===== config.mk =====
export PLATFORM = sky130hd
export DESIGN_NAME = spi_slave_burst
export DESIGN_NICKNAME = d
export VERILOG_FILES = /design/src/rtl/spi_slave_burst.sv
export SDC_FILE = /design/constraint.sdc
export NUM_CORES = 1
export LEC_CHECK = 0
export CAP_MARGIN = 30
export CORE_AREA = 2 2 62 49
export CTS_BUF_LIST = sky130_fd_sc_hd__clkbuf_4 sky130_fd_sc_hd__clkbuf_8
export CTS_CLUSTER_DIAMETER = 80
export DETAILED_ROUTE_END_ITERATION = 10
export DIE_AREA = 0 0 64 51
export DONT_BUFFER_PORTS = 1
export HOLD_SLACK_MARGIN = 0.1
export PLACE_DENSITY = 0.76
export SYNTH_ARGS = -nofsm -noshare
export SYNTH_HDL_FRONTEND = slang
export SYNTH_SLANG_ARGS = --single-unit

===== constraint.sdc =====
create_clock -name clk -period 2.1 [get_ports clk]
set_clock_uncertainty 0.05 [all_clocks]
set_input_delay 0.63 -clock clk [delete_from_list [all_inputs] [get_ports clk]]
set_output_delay 0.63 -clock clk [all_outputs]
set_load 0.005 [all_outputs]

===== src/rtl/spi_slave_burst.sv =====
// ----------------------------------------------------------------------------
// spi_slave_burst
//   SPI slave for the stepper controller's Raspberry Pi link. It oversamples
//   CS/SCK/MOSI in the system clock domain and supports all four SPI modes.
//   Words of BC bits can be streamed back to back while CS stays low.
//
//   Parameters
//     BC          bits per word (2..32)
//     CPOL        SCK idle level
//     CPHA        0: sample on leading edge, launch on trailing edge
//                 1: launch on leading edge, sample on trailing edge
//     SYNC_STAGES depth of the input synchronisers (>= 2)
//
//   Ports
//     clk, rst_n  system clock, asynchronous active-low reset
//     cs, sck     chip select (active low) and SPI clock from the master
//     mosi        master-out data
//     miso        slave-out data (TX shifter MSB)
//     tx_data     next word to send, captured when tx_load is raised
//     tx_load     one-cycle pulse: tx_data captured into the TX shifter
//     rx_data     last complete received word, held until the next one
//     rx_valid    one-cycle pulse: rx_data updated
//     busy        high while the synchronised cs is low
//     abort       one-cycle pulse: cs released in the middle of a word
//
//   Optional feature
//     SPI_SLAVE_MISO_TRISTATE_EN  when defined, miso floats (1'bz) while the
//                                 slave is deselected; otherwise it drives 0.
// ----------------------------------------------------------------------------
module spi_slave_burst #(
    parameter int unsigned BC          = 8,
    parameter bit          CPOL        = 1'b0,
    parameter bit          CPHA        = 1'b0,
    parameter int unsigned SYNC_STAGES = 2
) (
    input  logic          clk,
    input  logic          rst_n,
    input  logic          cs,
    input  logic          sck,
    input  logic          mosi,
    output logic          miso,
    input  logic [BC-1:0] tx_data,
    output logic          tx_load,
    output logic [BC-1:0] rx_data,
    output logic          rx_valid,
    output logic          busy,
    output logic          abort
);

    localparam int unsigned    CW       = (BC > 2) ? $clog2(BC) : 1;
    localparam logic [CW-1:0]  LAST_BIT = CW'(BC - 1);

    // Synchronisers plus one delayed copy of cs/sck for edge detection.
    logic [SYNC_STAGES-1:0] cs_sync;
    logic [SYNC_STAGES-1:0] sck_sync;
    logic [SYNC_STAGES-1:0] mosi_sync;
    logic                   cs_d;
    logic                   sck_d;

    logic cs_s;
    logic sck_s;
    logic mosi_s;

    assign cs_s   = cs_sync[SYNC_STAGES-1];
    assign sck_s  = sck_sync[SYNC_STAGES-1];
    assign mosi_s = mosi_sync[SYNC_STAGES-1];

    // Reset values match an idle bus so leaving reset never looks like an edge.
    // NOTE: sequential state is always assigned with <= so every flop samples
    // the pre-edge value of its neighbours, exactly like the hardware.
    always_ff @(posedge clk or negedge rst_n) begin
        if (!rst_n) begin
            cs_sync   <= '1;
            sck_sync  <= {SYNC_STAGES{CPOL}};
            mosi_sync <= '0;
            cs_d      <= 1'b1;
            sck_d     <= CPOL;
        end else begin
            cs_sync   <= {cs_sync[SYNC_STAGES-2:0], cs};
            sck_sync  <= {sck_sync[SYNC_STAGES-2:0], sck};
            mosi_sync <= {mosi_sync[SYNC_STAGES-2:0], mosi};
            cs_d      <= cs_s;
            sck_d     <= sck_s;
        end
    end

    // Leading edge leaves the idle level, trailing edge returns to it.
    logic lead_edge;
    logic trail_edge;
    logic sample_edge;
    logic launch_edge;
    logic cs_fall;
    logic cs_rise;
    logic active;

    assign lead_edge   = (sck_d == CPOL) && (sck_s != CPOL);
    assign trail_edge  = (sck_d != CPOL) && (sck_s == CPOL);
    assign sample_edge = CPHA ? trail_edge : lead_edge;
    assign launch_edge = CPHA ? lead_edge  : trail_edge;
    assign cs_fall     = cs_d  & ~cs_s;
    assign cs_rise     = ~cs_d & cs_s;
    // SCK edges count only once cs has been low for a full cycle, so an edge
    // coinciding with the cs transition itself is dropped.
    assign active      = ~cs_d & ~cs_s;

    logic [BC-1:0] tx_sh;
    logic [BC-1:0] rx_sh;
    logic [BC-1:0] rx_next;
    logic [CW-1:0] bit_cnt;
    logic          reload_pending;

    assign rx_next = {rx_sh[BC-2:0], mosi_s};

    // NOTE: the shifters and the received word sit in ordinary flops, not a
    // memory array, so they take the asynchronous reset with everything else.
    always_ff @(posedge clk or negedge rst_n) begin
        if (!rst_n) begin
            tx_sh          <= '0;
            rx_sh          <= '0;
            rx_data        <= '0;
            bit_cnt        <= '0;
            reload_pending <= 1'b0;
            tx_load        <= 1'b0;
            rx_valid       <= 1'b0;
            busy           <= 1'b0;
            abort          <= 1'b0;
        end else begin
            tx_load  <= 1'b0;
            rx_valid <= 1'b0;
            abort    <= 1'b0;

            if (cs_fall) begin
                busy    <= 1'b1;
                bit_cnt <= '0;
                if (!CPHA) begin
                    // First bit must be on miso before the first sample edge.
                    tx_sh          <= tx_data;
                    tx_load        <= 1'b1;
                    reload_pending <= 1'b0;
                end else begin
                    // First bit is launched by the first leading edge.
                    reload_pending <= 1'b1;
                end
            end else if (cs_rise) begin
                busy           <= 1'b0;
                abort          <= (bit_cnt != '0);
                bit_cnt        <= '0;
                reload_pending <= 1'b0;
            end else if (active) begin
                if (sample_edge) begin
                    rx_sh <= rx_next;
                    if (bit_cnt == LAST_BIT) begin
                        rx_data        <= rx_next;
                        rx_valid       <= 1'b1;
                        bit_cnt        <= '0;
                        reload_pending <= 1'b1;
                    end else begin
                        bit_cnt <= bit_cnt + 1'b1;
                    end
                end
                if (launch_edge) begin
                    if (reload_pending) begin
                        tx_sh          <= tx_data;
                        tx_load        <= 1'b1;
                        reload_pending <= 1'b0;
                    end else begin
                        tx_sh <= {tx_sh[BC-2:0], 1'b0};
                    end
                end
            end
        end
    end

`ifdef SPI_SLAVE_MISO_TRISTATE_EN
    assign miso = cs_s ? 1'bz : tx_sh[BC-1];
`else
    assign miso = cs_s ? 1'b0 : tx_sh[BC-1];
`endif

endmodule


After elaboration in Yosys (flattened, before gate mapping)
Cells that the tools add are included.
{"block": "classes", "bitwise_logic": 9, "addsub": 1, "n_mux": 32, "reduce_logical": 12, "n_eq_ne": 2}
{"op": "two-way mux 8 bit", "n": 5}
{"op": "two-way mux 1 bit", "n": 22}
{"op": "two-way mux 3 bit", "n": 5}
{"op": "nonzero test 3 bit", "n": 3}
{"op": "NOT 1 bit", "n": 6}
{"op": "nonzero test 2 bit", "n": 3}
{"op": "AND reduction 5 bit", "n": 1}
{"op": "AND reduction 4 bit", "n": 1}
{"op": "adder 3 x 1 -> 3 bit, second input constant", "n": 1}
{"op": "AND 1 bit", "n": 3}
{"op": "== test 3 bit, second input constant", "n": 1}
{"op": "AND reduction 3 bit", "n": 1}
{"op": "logical AND 1 bit", "n": 2}
{"op": "!= test 2 bit, second input constant", "n": 1}
{"op": "AND reduction 2 bit", "n": 1}
{"block": "totals", "reg_bits": 39, "inputBits": 13, "out_inout_bits": 13, "elab_cells": 70}

Logic depth before layout (Yosys ltp)
{"block": "logic_depth", "ltp_word": 8, "ltp_mapped": 5, "ltp_nobuf": 5}

Least setup slack after synthesis
Ideal clock, no wire load.
{"block": "synth_timing", "path_kind": "register to register", "startpoint": "register cs_sync[1]", "endpoint": "register tx_sh[1]", "arrival_ps": 1739, "required_ps": 1925, "path_stages_with_launch": 6, "setup_time_ps": 125, "slack_ps": 187, "path_buffers": 0, "path_cell_list": "dfstp_2 -> inv_1 -> ha_1 -> nor2_2 -> mux2_2 -> mux2_2"}
{"block": "synth_between", "elab_chain_cells": 4}
{"element": "start, declared", "line_no": "54", "source": "logic [SYNC_STAGES-1:0] cs_sync;"}
{"element": "start signal, assigned", "line_no": "79", "source": "cs_sync <= {cs_sync[SYNC_STAGES-2:0], cs};"}
{"element": "NOT 1 bit (*)", "line_no": "100", "source": "assign cs_fall = cs_d & ~cs_s;"}
{"element": "AND 1 bit (*)", "line_no": "100"}
{"element": "via cs_fall", "line_no": "92", "source": "logic cs_fall;"}
{"element": "!= test 2 bit (no line) / nonzero test 2 bit (equally long branches)"}
{"element": "AND reduction 3 bit (no line)"}
{"element": "end signal, assigned", "line_no": "137", "source": "tx_sh <= tx_data;"}
{"element": "end signal, assigned", "line_no": "163", "source": "tx_sh <= tx_data;"}
{"element": "end signal, assigned", "line_no": "167", "source": "tx_sh <= {tx_sh[BC-2:0], 1'b0};"}
{"element": "end, declared", "line_no": "106", "source": "logic [BC-1:0] tx_sh;"}
Mark *: on every way through the listed nets, which the timed path passes. The rest lies on a longest branch.
A chain may end at the register's enable or synchronous reset.

Final worst setup path
{"block": "layout_timing", "startpoint": "register cs_sync[1]", "endpoint": "register rx_sh[5]"}
{"block": "layout_between", "elab_chain_cells": 4}
{"element": "NOT 1 bit", "line_no": "100, 104"}
{"element": "AND 1 bit", "line_no": "100"}
{"element": "NOT 1 bit (no line)"}
{"element": "AND reduction 4 bit (no line) (*)"}
{"element": "end signal, assigned", "line_no": "151", "source": "rx_sh <= rx_next;"}
{"element": "end, declared", "line_no": "107", "source": "logic [BC-1:0] rx_sh;"}
Every way passes the cells marked *; elsewhere a longest branch is shown, timed or not.

==> results.cfg <==
[outcome]
status = completed

[sta]
slew_violations = 0
fmax_mhz = 512
finalCriticalPeriod_ns = 1.95
fin_crit_sh = 0.930
fin_setup_tns_ns = 0
relSlewSlack = 0.779
tightest_slew_ns = 0.330
setup_viol = 0
hold_slack_ns = 0.222
finalHoldViolCount = 0
rsz0062_at_grt = false
fin_ws_ns = 0.146

[power]
irDropWorstVdd_v = 0.000566
combPwrFrac = 0.164
power_frac_clock = 0.244
p_sw_w = 0.000398
leakagePower_nw = 0.882
power_frac_seq = 0.592
internal_power_w = 0.00118
switching_share = 0.253
power_density_nw_per_um2 = 874

[worst_setup_path]
r2r_cells = 4
rrSetupSlack_ns = 0.15
start_kind = flop
path_cells = inv_1 -> ha_1 -> and3b_1 -> mux2_2
regToRegEndpoint = rx_sh[5]
timing.rr.start = cs_sync[1]
arrival_ns = 2.14
worstPathRequired_ns = 2.28
path_delay_family = flip-flops
worstPathMaxFanout = 7
path_class = reg2reg
critPathCaptureType = flop
critPathMaxStageDelay_ns = 0.61
path_buf_inv = 1
slowest_stage = dfstp_2

[global_routing]
grt_usage = 0.178
grt_pass1_vias = 880
grt_pass1_wl_um = 4190
overflow = 0
grt_max_degree = 40
antenna_found_initial = 0

[logic_synthesis]
synth-seq-area-share = 0.595
syn_area_per_cell_sq_um = 14.7
yosysMostFrequentCell = dfrtp_1
synth.cells.most_frequent = dfrtp_1, mux2_2, inv_1
synthMuxAreaShare = 0.230
synth_top_area_frac = 0.547
ys.flop_type = dfrtp_1
synth_top_family_by_area = multiplexers
synth-simple-area-share = 0.0577
synth_warnings = 0
synth-seq-cells = 39
synth-edff-count = 0
synth.net_count = 132
synth_xor_xnor_area_share = 0
synth_fa_ha_area_frac = 0.0532
yosys.area.top_type = dfrtp_1
async_flop_share = 1.00
syn_inst = 112
ys_types = 25
synth_compound_area_frac = 0.0349
synthTopCellsByArea = dfrtp_1, mux2_2, ha_1
syn_area_sq_um = 1650

[finish]
diodes = 0
instances_no_fill = 161
final_util = 0.656
drive_gt1_frac = 0.398
area_delta_synth_final_pct = 9.19
final_nets = 142

[routing]
drc = 0
antenna_left = 0
via_per_inst = 5.28
avgRoutedWirePerCell_um = 15.3
drtIter0Drc = 47
num_vias = 850
drt_wl_total_um = 2460
firstDrtPassIters = 4

[hold_path]
whs_path_depth = 0
hp-start = cs
hold_end = cs_sync[0]
hold_class = in2reg

[clocking]
cts_tree = built
cts-resized-gates = 0
clock_latency_ns = 0.34
clk_pin_slew_worst_paths_ns = 0.10
h-tree-depth = 2
cts-buffers-inserted = 5
clock_path_buffers = 2
clock_sinks = 39
cts_root_buf = clkbuf_4

[die]
placementRows = 17
die_w_um = 64
dieHeight_um = 51
die_area_sq_um = 3260
start_util = 0.601
coreArea_sq_um = 2740
ios = 26

[flow_run]
maxCapViolCount = 0

[placement]
dp_slack_ns = 0.157
io_buffers = 0
dp_hpwl_um = 1730
place.gp.congestion = 0.768
dp_cells = 151
-- cells in the final DEF (no fill, tap or decap), drive strengths merged --
| master | count |
|---|---|
| dfrtp | 36 |
| mux2 | 31 |
| inv | 8 |
| ha | 7 |
| clkbuf | 7 |
| nand2 | 5 |
| buf | 4 |
| mux2i | 3 |
| dfstp | 3 |
| nor2b | 3 |
| nor2 | 3 |
| nand3b | 1 |
| o21ai | 1 |
| a211oi | 1 |
| and4 | 1 |
| o31a | 1 |
| and4b | 1 |
| a21oi | 1 |
| and3b | 1 |
| nand2b | 1 |
| a32o | 1 |
| a22o | 1 |
| clkinv | 1 |
| dlygate4sd3 | 1 |
-- sequential cells by signal, indices dropped and copies added (netlist names) --
register,count
abort,1
bit_cnt,3
busy,1
cs_d,1
cs_sync,2
mosi_sync,2
reload_pending,1
rx_data,8
rx_sh,7
rx_valid,1
sck_d,1
sck_sync,2
tx_load,1
tx_sh,8
-- metal layers --
metal	wire [um]	vias to the layer above	global-route usage
met5	0	-	0
met1	1120	421	0.232
met3	139	5	0.0771
met2	1160	19	0.260
li1	-	405	-
met4	46	0	0.0761
-- layout make-up --
type | instances | area [sq um]
fillers | 194 | 945
repair buffers | 5 | 65.1
clock inverters | 1 | 5.00
well taps | 38 | 47.5
inverters | 8 | 30.0
clock buffers | 7 | 52.6
multi-input cells | 63 | 619
flip-flops and latches | 39 | 980
-- timing repair --
action | in CTS | in global routing
hold buffers | 2 | 0
buffers inserted | 0 | 0
endpoints found under the hold margin | 39 | 0
-- through the flow --
step           area (sq um)  total power, W
2_1_floorplan          1650         0.00113
3_3_place_gp           1710         0.00117
3_5_place_dp           1710         0.00119
4_1_cts                1800         0.00160
5_1_grt                1800         0.00167
6_report               1800         0.00157
-- logic make-up after synthesis --
logic type | Yosys count
flip-flops | 39
buffers and inverters | 10
multiplexers | 34
AO/OA/AOI/OAI | 6
adder cells (fa/ha/maj) | 7
AND/OR/NAND/NOR | 16
-- worst max path at each step --
stage          startpoint  endpoint  slack [ns]  cells after the start
4_1_cts        cs_sync[1]  rx_sh[5]        0.13                      4
2_1_floorplan  cs_sync[1]  tx_sh[1]        0.19                      5
3_5_place_dp   cs_sync[1]  rx_sh[6]        0.16                      4
3_3_place_gp   cs_sync[1]  rx_sh[5]        0.22                      4
5_1_grt        cs_sync[1]  rx_sh[5]        0.05                      4
6_report       cs_sync[1]  rx_sh[5]        0.15                      4
-- power groups by stage --
stage,registers [W],logic (W),clock network (W)
after floorplan,0.000927,0.000205,0
after global routing,0.000947,0.000297,0.000430
after global placement,0.000942,0.000233,0
final,0.000930,0.000259,0.000384
after CTS,0.000932,0.000264,0.000400
after detailed placement,0.000948,0.000241,0
No activity file was read; power rests on OpenSTA's default activity.
